$ cat config.mk
export PLATFORM = sky130hd
export DESIGN_NAME = ads127l01_fsync_rx
export DESIGN_NICKNAME = d
export VERILOG_FILES = /design/src/rtl/ads127l01_fsync_rx.sv
export SDC_FILE = /design/constraint.sdc
export NUM_CORES = 1
export LEC_CHECK = 0
export ABC_AREA = 1
export CAP_MARGIN = 30
export CORE_ASPECT_RATIO = 0.7
export CORE_MARGIN = 4
export CORE_UTILIZATION = 35
export DETAILED_ROUTE_END_ITERATION = 8
export RECOVER_POWER = 25
export SETUP_SLACK_MARGIN = 0.05
export SLEW_MARGIN = 20
export SYNTH_ARGS = -nofsm -noshare
export SYNTH_HDL_FRONTEND = slang
export SYNTH_SLANG_ARGS = --single-unit
$ cat constraint.sdc
create_clock -name aclk -period 2.4 [get_ports aclk]
set_clock_uncertainty 0.15 [all_clocks]
set_input_delay 0.48 -clock aclk [delete_from_list [all_inputs] [get_ports aclk]]
set_output_delay 0.48 -clock aclk [all_outputs]
set_load 0.005 [all_outputs]
$ cat src/rtl/ads127l01_fsync_rx.sv
// rtl/ads127l01_fsync_rx.sv - ADS127L01 frame-sync serial receiver with sample FIFO
//
// Captures 24-bit two's-complement samples from an ADS127L01 running in
// frame-sync mode. sck, dout and fsync are asynchronous to aclk and are
// oversampled. A rising fsync opens a frame, 24 sck rising edges shift dout
// in MSB first, and the finished word is pushed into a first-word fall-through
// FIFO that a register slave drains.
//
// Optional feature: define ADS_RX_FRAME_CNT_EN to add the frame_cnt output.
//
// Ports:
//   aclk      in   system clock
//   areset    in   asynchronous active-high reset
//   en        in   receive enable; low abandons the current frame silently
//   sck       in   ADC serial clock (asynchronous)
//   dout      in   ADC serial data, MSB first (asynchronous)
//   fsync     in   ADC frame sync, rising edge starts a frame (asynchronous)
//   m_tdata   out  head sample of the FIFO, 0 when empty
//   m_tvalid  out  FIFO not empty
//   m_tready  in   pop strobe, acts when m_tvalid is high
//   clr       in   one-cycle pulse clearing the sticky flags
//   overflow  out  sticky, a finished sample was dropped on a full FIFO
//   frame_err out  sticky, a frame was cut short by a new fsync
//   frame_cnt out  (ADS_RX_FRAME_CNT_EN only) completed frames, wrapping

module ads127l01_fsync_rx #(
  parameter int DEPTH       = 4,
  parameter int SYNC_STAGES = 2
) (
  input  logic        aclk,
  input  logic        areset,
  input  logic        en,
  input  logic        sck,
  input  logic        dout,
  input  logic        fsync,
  output logic [23:0] m_tdata,
  output logic        m_tvalid,
  input  logic        m_tready,
  input  logic        clr,
  output logic        overflow,
  output logic        frame_err
`ifdef ADS_RX_FRAME_CNT_EN
  ,
  output logic [15:0] frame_cnt
`endif
);

  localparam int AW = $clog2(DEPTH);
  localparam logic [AW:0]   FULL_CNT = (AW+1)'(DEPTH);
  localparam logic [AW:0]   CNT_ONE  = (AW+1)'(1);
  localparam logic [AW-1:0] PTR_ONE  = AW'(1);

  typedef enum logic [1:0] {
    IDLE  = 2'd0,
    SHIFT = 2'd1,
    PUSH  = 2'd2
  } state_t;

  // ---------------------------------------------------------------------------
  // Input synchronizers and edge detection
  // ---------------------------------------------------------------------------
  logic [SYNC_STAGES-1:0] sck_sync_q;
  logic [SYNC_STAGES-1:0] dout_sync_q;
  logic [SYNC_STAGES-1:0] fsync_sync_q;
  logic                   sck_last_q;
  logic                   fsync_last_q;
  logic                   sck_rise;
  logic                   fsync_rise;
  logic                   dout_s;

  always_ff @(posedge aclk or posedge areset) begin
    if (areset) begin
      sck_sync_q   <= '0;
      dout_sync_q  <= '0;
      fsync_sync_q <= '0;
      sck_last_q   <= 1'b0;
      fsync_last_q <= 1'b0;
    end else begin
      sck_sync_q   <= {sck_sync_q[SYNC_STAGES-2:0], sck};
      dout_sync_q  <= {dout_sync_q[SYNC_STAGES-2:0], dout};
      fsync_sync_q <= {fsync_sync_q[SYNC_STAGES-2:0], fsync};
      sck_last_q   <= sck_sync_q[SYNC_STAGES-1];
      fsync_last_q <= fsync_sync_q[SYNC_STAGES-1];
    end
  end

  assign sck_rise   = sck_sync_q[SYNC_STAGES-1] & ~sck_last_q;
  assign fsync_rise = fsync_sync_q[SYNC_STAGES-1] & ~fsync_last_q;
  // dout travels through the same number of stages as sck, so the level seen
  // alongside sck_rise is the bit the ADC presented at that sck edge.
  assign dout_s     = dout_sync_q[SYNC_STAGES-1];

  // ---------------------------------------------------------------------------
  // Frame FSM
  // ---------------------------------------------------------------------------
  state_t      state_q, state_d;
  logic [4:0]  bit_cnt_q, bit_cnt_d;
  logic [23:0] shreg_q, shreg_d;
  logic        push_req;
  logic        ferr_set;
  logic        start;

  always_ff @(posedge aclk or posedge areset) begin
    if (areset) begin
      state_q   <= IDLE;
      bit_cnt_q <= '0;
      shreg_q   <= '0;
    end else begin
      state_q   <= state_d;
      bit_cnt_q <= bit_cnt_d;
      shreg_q   <= shreg_d;
    end
  end

  always_comb begin
    state_d   = state_q;
    bit_cnt_d = bit_cnt_q;
    shreg_d   = shreg_q;
    push_req  = 1'b0;
    ferr_set  = 1'b0;
    start     = 1'b0;

    case (state_q)
      IDLE: begin
        start = en & fsync_rise;
      end
      SHIFT: begin
        if (!en) begin
          state_d = IDLE;
        end else if (fsync_rise) begin
          // A new frame arrived before 24 bits: drop the partial word.
          start    = 1'b1;
          ferr_set = 1'b1;
        end else if (sck_rise) begin
          shreg_d   = {shreg_q[22:0], dout_s};
          bit_cnt_d = bit_cnt_q + 5'd1;
          if (bit_cnt_q == 5'd23) begin
            state_d = PUSH;
          end
        end
      end
      PUSH: begin
        push_req = 1'b1;
        state_d  = IDLE;
      end
      default: begin
        state_d = IDLE;
      end
    endcase

    // Frame start; an sck edge coinciding with fsync is bit 0 of the new frame.
    if (start) begin
      state_d = SHIFT;
      if (sck_rise) begin
        bit_cnt_d = 5'd1;
        shreg_d   = {23'd0, dout_s};
      end else begin
        bit_cnt_d = 5'd0;
        shreg_d   = '0;
      end
    end
  end

  // ---------------------------------------------------------------------------
  // Sample FIFO (first-word fall-through)
  // ---------------------------------------------------------------------------
  logic [23:0]   mem_q [DEPTH];
  logic [AW-1:0] wr_ptr_q, wr_ptr_d;
  logic [AW-1:0] rd_ptr_q, rd_ptr_d;
  logic [AW:0]   count_q, count_d;
  logic          full;
  logic          pop;
  logic          push;
  logic          ovf_set;

  assign m_tvalid = (count_q != '0);
  assign full     = (count_q == FULL_CNT);
  assign pop      = m_tvalid & m_tready;
  // A pop in the same cycle frees the slot, so a write on a full FIFO still lands.
  assign push     = push_req & (~full | pop);
  assign ovf_set  = push_req & full & ~pop;
  assign m_tdata  = m_tvalid ? mem_q[rd_ptr_q] : 24'd0;

  always_comb begin
    wr_ptr_d = wr_ptr_q;
    rd_ptr_d = rd_ptr_q;
    count_d  = count_q;
    if (push) begin
      wr_ptr_d = wr_ptr_q + PTR_ONE;
    end
    if (pop) begin
      rd_ptr_d = rd_ptr_q + PTR_ONE;
    end
    if (push && !pop) begin
      count_d = count_q + CNT_ONE;
    end else if (pop && !push) begin
      count_d = count_q - CNT_ONE;
    end
  end

  always_ff @(posedge aclk or posedge areset) begin
    if (areset) begin
      wr_ptr_q <= '0;
      rd_ptr_q <= '0;
      count_q  <= '0;
    end else begin
      wr_ptr_q <= wr_ptr_d;
      rd_ptr_q <= rd_ptr_d;
      count_q  <= count_d;
    end
  end

  // Storage needs no reset: m_tdata is masked while the FIFO is empty.
  always_ff @(posedge aclk) begin
    if (push) begin
      mem_q[wr_ptr_q] <= shreg_q;
    end
  end

  // ---------------------------------------------------------------------------
  // Sticky flags; a set event in the clr cycle keeps the flag high
  // ---------------------------------------------------------------------------
  logic overflow_q, overflow_d;
  logic frame_err_q, frame_err_d;

  always_comb begin
    overflow_d  = (overflow_q & ~clr) | ovf_set;
    frame_err_d = (frame_err_q & ~clr) | ferr_set;
  end

  always_ff @(posedge aclk or posedge areset) begin
    if (areset) begin
      overflow_q  <= 1'b0;
      frame_err_q <= 1'b0;
    end else begin
      overflow_q  <= overflow_d;
      frame_err_q <= frame_err_d;
    end
  end

  assign overflow  = overflow_q;
  assign frame_err = frame_err_q;

`ifdef ADS_RX_FRAME_CNT_EN
  // ---------------------------------------------------------------------------
  // Completed-frame counter; PUSH is entered once per complete frame, whether
  // or not the FIFO accepts the word.
  // ---------------------------------------------------------------------------
  logic [15:0] frame_cnt_q, frame_cnt_d;

  always_comb begin
    frame_cnt_d = frame_cnt_q;
    if (state_q == PUSH) begin
      frame_cnt_d = frame_cnt_q + 16'd1;
    end
  end

  always_ff @(posedge aclk or posedge areset) begin
    if (areset) begin
      frame_cnt_q <= '0;
    end else begin
      frame_cnt_q <= frame_cnt_d;
    end
  end

  assign frame_cnt = frame_cnt_q;
`endif

endmodule

Yosys cells after proc, flatten, opt, wreduce, memory -nomap -nowiden --
Memories as Yosys holds them, arrays and structs flattened. Cells that the tools add are included.
Storage, ports and cells: register bits 48, RAM bits 96, bits of input ports 8, logic and storage cells 85, memories kept 1
Memory list:
- mem_q | words 4, width 24, read ports 1, clocked after Yosys merged registers in 0, write ports 1, RTL line 167 | logic [23:0] mem_q [DEPTH];
Operators by class: add/subtract/negate cells 5, eq/ne operators 9, mux-type cells 28, bitwise operators 17, reduce and logical (&&, ||, !) cells 12
Operators with widths (count):
- $mux W24 | 6
- $mux W5 | 5
- $ne A4 B4 Y1 const B | 3
- $mux W2 | 5
- $and A1 B1 Y1 | 9
- $mux W1 | 8
- $reduce_and A4 Y1 | 2
- $reduce_bool A2 Y1 | 4
- $mux W3 | 2
- $add A5 B1 Y5 const B | 1
- $eq A5 B5 Y1 const B | 1
- $not A1 Y1 | 5
- $add A2 B1 Y2 const B | 2
- $pmux W2 S2 | 1
- $add A3 B1 Y3 const B | 1
- $eq A3 B3 Y1 const B | 1
- $or A1 B1 Y1 | 3
- $reduce_bool A3 Y1 | 1
- $sub A3 B1 Y3 const B | 1
- $eq A2 B1 Y1 const B | 1
- $eq A2 B2 Y1 const B | 1
- $logic_and A1 B1 Y1 | 2
- $logic_not A1 Y1 | 2
- $logic_not A2 Y1 | 1
- other kinds (3) | 3

Logic depth before layout (Yosys ltp) --
depth in word-level cells 8, gate-level depth with buffers 12, gate-level depth less buffers 12

Worst setup path before layout --
Ideal clock, no wire load.
path type input to register, start point input m_tready, end point memory mem_q[0][0] (enable), setup time 0.405 ns, arrival 1.729 ns, data required time 1.845 ns, setup slack 0.116 ns, stages 4, path buffers 0, cell sequence nor2_1 -> nand2_1 -> nand2_1 -> nor2_1
On the way: longest elaborated chain between the ends 5
RTL lines:
- start, declared | RTL line 38 | input logic m_tready,
- $and A1 B1 Y1 | RTL line 178 | assign pop = m_tvalid & m_tready;
- $or A1 B1 Y1 | RTL line 180 | assign push = push_req & (~full | pop);
- $and A1 B1 Y1 | RTL line 180
- $mux W1 | RTL line 215 | if (push) begin
- $mux W1 (implied by the code) | RTL line 216 | mem_q[wr_ptr_q] <= shreg_q;
- end, declared | RTL line 167
Every way passes these cells.

Worst setup path in the final report --
start point register rd_ptr_q[0], end point output m_tdata[22]
On the way: longest elaborated chain between the ends 2
RTL lines:
- start, declared | RTL line 169 | logic [AW-1:0] rd_ptr_q, rd_ptr_d;
- start signal, assigned | RTL line 208 | rd_ptr_q <= rd_ptr_d;
- $mem_v2 Z4 W24
- $mux W24 | RTL line 182 | assign m_tdata = m_tvalid ? mem_q[rd_ptr_q] : 24'd0;
- end, declared | RTL line 36 | output logic [23:0] m_tdata,
Every way passes these cells.

==> summary.md <==
| Metric | Value |
|---|---|
| Slew @ Worst Pin | `1.280 ns` |
| Share of the synthesized area in the top cell type | `49.53%` |
| Pre-CTS setup slack | `-0.1155 ns` |
| Top cells by count, synth | `nor2_1, edfxtp_1, nand2_1` |
| Max Cap Violations | `0` |
| Critical setup path kind | `flop to primary output` |
| Design Power | `5.209 mW` |
| Antenna cells | `0` |
| Routability congestion estimate | `0.7846` |
| Drc violations | `0` |
| Tot GR Track Use | `14.33%` |
| Vias per inst | `4.747` |
| Reg2reg end | `count_q[2]` |
| Initial Util | `between 30% and 40%` |
| Most used DFF post-synth | `edfxtp_1` |
| Number of synthesized register bits | `144` |
| EDFF count, synth | `between 90 and 100` |
| First drt pass iteration count | `5` |
| WP data required | `1.77 ns` |
| Synth async-reset ratio | `33.33%` |
| Worst r2r src | `state_q[1]` |
| Setup WS post-layout | `0.06116 ns` |
| Iteration-0 DRC count of the detailed router | `255` |
| Netlist Area Pre-Place | `between 0.005 and 0.006 mm2` |
| Sequential share of the synthesized area | `70.16%` |
| Reg2reg path depth | `11` |
| Total global routing overflow | `0` |
| Share of post-route cells with drive strength above 1 | `22.83%` |
| Worst Setup Start Kind | `flop` |
| Final Cycle Share | `97.45%` |
| Cells after synthesis | `521` |
| CP Launch Point | `rd_ptr_q[0]` |
| RSZ-0062 raised after global routing | `yes` |
| Area grow syn2layout | `28.07%` |
| Endpoint class of the critical path | `primary output` |
| Die area | `approximately 0.019 mm2` |
| Die X | `roughly 160 um` |
| I/O Buffers | `34` |
| R2R setup slack | `0.37 ns` |
| CTS Buffer Depth | `2` |
| # rows | `39` |
| Clock transition at path regs | `around 0.06 ns` |
| Nets | `602` |
| Slew margin rel. | `14.64%` |
| Critical path arrival | `roughly 1.7 ns` |
| Mean Syn Cell Area | `11.17 um2` |
| Final core utilization | `45.74%` |
| CP endpoint | `m_tdata[22]` |
| Final Hold Viols | `0` |
| Yosys top cell by area | `edfxtp_1` |
| Max Slew Vio Count | `0` |
| CTS Sinks | `144` |
| Worst IR Drop VDD | `around 0.00046 V` |
| Outcome | `finished, final reports clean` |
| First-pass GRT wire length | `20.53 mm` |
| Die height | `115.9 um` |
| Inserted Clock Buffers | `17` |
| Total Wirelength | `12.99 mm` |
| IO Pins | `35` |
| Routed vias | `~4000` |
| Vias in the first global route | `approximately 3800` |
| CTS tree | `done` |
| Syn Nets | `between 500 and 600` |
| Hpwl dp | `7.068 mm` |
| Wire length per cell | `15.75 um` |
| Pleak | `2.952 nW` |
| Worst Path Max Fanout | `5` |
| Largest net degree at the start of global routing | `49` |
| Final min period | `2.339 ns` |
| Clk Latency, worst-skew pair | `0.42 ns` |
| Ys Warns | `0` |
| Top-count cell post-synth | `nor2_1` |
| DRT antenna net count | `0` |
| Clock Tree Root | `clkbuf_16` |
| H-tree depth | `4` |
| Top post-synthesis cells by area | `edfxtp_1, dfrtp_1, nor2_1` |
| Max Fclk | `roughly 430 MHz` |
| Initial antenna violation count | `0` |
| Worst Hold Class | `flop to flop` |
| Setup TNS | `0 ns` |
| Pwr dens | `698.8 mW/mm2` |
| Synth cell types | `25` |
| Setup violators final | `0` |
| Core area | `between 0.015 and 0.02 mm2` |
==> routing by layer <==
metal	wire, um	vias to the layer above	GRT usage (%)
met3	689	13	3.875
met4	138	0	4.620
li1	-	1883	-
met1	5996	1921	19.52
met5	0	-	0
met2	6165	99	22.59
==> power by group <==
| group | total (mW) | switching [mW] | internal (mW) |
|---|---|---|---|
| sequential | 2.68 | 0.0244 | 2.65 |
| combinational | 0.0923 | 0.0580 | 0.0343 |
| clock | 2.44 | 1.09 | 1.35 |
==> per-stage QoR <==
step                instance area (um2)  cells  hold slack, ns
floorplan                          5821    521          0.1812
global placement                   6611    778          0.1830
detailed placement                 6611    778          0.1847
CTS                                7286    820          0.1988
global route                       7455    825          0.2065
finish                             7455    825          0.1962
==> registers in the layout (all words and copies together), names as in the netlist <==
name          cells
fsync_sync_q      2
sck_sync_q        2
state_q           2
count_q           3
overflow          1
bit_cnt_q         5
shreg_q          24
sck_last_q        1
mem_q            96
rd_ptr_q          2
dout_sync_q       2
frame_err         1
wr_ptr_q          2
fsync_last_q      1
==> final cells by class <==
type / count / area (um2)
Tap cell: 225 / 281.5
Sequential cell: 144 / 4085
Clock buffer: 17 / 425.4
Multi-Input combinational cell: 302 / 1554
Clock inverter: 15 / 125.1
Inverter: 51 / 196.4
Fill cell: 1507 / 8843
Timing Repair Buffer: 71 / 787.0
==> timing repair <==
| item | in CTS | in global routing |
|---|---|---|
| setup endpoints to repair | 24 | 24 |
| gates cloned | 3 | 4 |
| setup buffers | 7 | 1 |
| hold buffers | 0 | 0 |
| pin swaps | 18 | 32 |
| resized for setup | 119 | 65 |
==> how the worst min path moves through the flow <==
| stage | from | to | depth (start not counted) |
|---|---|---|---|
| final | fsync_sync_q[0] | fsync_sync_q[1] | 0 |
| after global routing | fsync_sync_q[0] | fsync_sync_q[1] | 0 |
| after CTS | dout_sync_q[0] | dout_sync_q[1] | 0 |
| after detailed placement | dout_sync_q[0] | dout_sync_q[1] | 0 |
| after global placement | fsync_sync_q[0] | fsync_sync_q[1] | 0 |
| after floorplan | dout_sync_q[0] | dout_sync_q[1] | 0 |
==> logic make-up (layout without fill, tap and decap cells) <==
| group | count (synthesis) | count (layout) | synth area share [%] |
|---|---|---|---|
| xor+xnor | 4 | 4 | 0.6020 |
| buf+inv | 75 | 154 | 5.546 |
| flops | 144 | 144 | 70.16 |
| compound gates | 107 | 107 | 9.501 |
| fa+ha+maj | 7 | 7 | 1.634 |
| simple gates | 184 | 184 | 12.55 |
==> critical path, cell delays in order, from the launching register on <==
cell	delay (ns)
dfrtp_2	0.42
buf_6	0.17
buf_12	0.14
nor2_4	0.03
nor2_1	0.10
o21ai_1	0.09
a21oi_2	0.20
buf_2	0.15
==> cell usage in the layout, fill, tap and decap left out, types with 3 or more instances in the layout <==
cell,count
o211ai_1,5
nor2_4,10
nor2_2,14
buf_6,3
o21ai_0,22
clkbuf_16,20
inv_1,45
inv_6,6
buf_2,22
nor2_1,89
clkdlybuf4s50_1,6
o21ai_2,3
o21ai_1,51
clkbuf_2,3
nand2_1,57
buf_12,13
nand3_1,8
a21oi_1,17
clkinvlp_4,3
clkinv_4,3
inv_2,4
ha_1,6
a21oi_2,8
xor2_1,3
buf_4,14
dfrtp_1,47
edfxtp_1,96
dlygate4sd3_1,4
nand4_1,3
(Power assumes the default switching activity.)
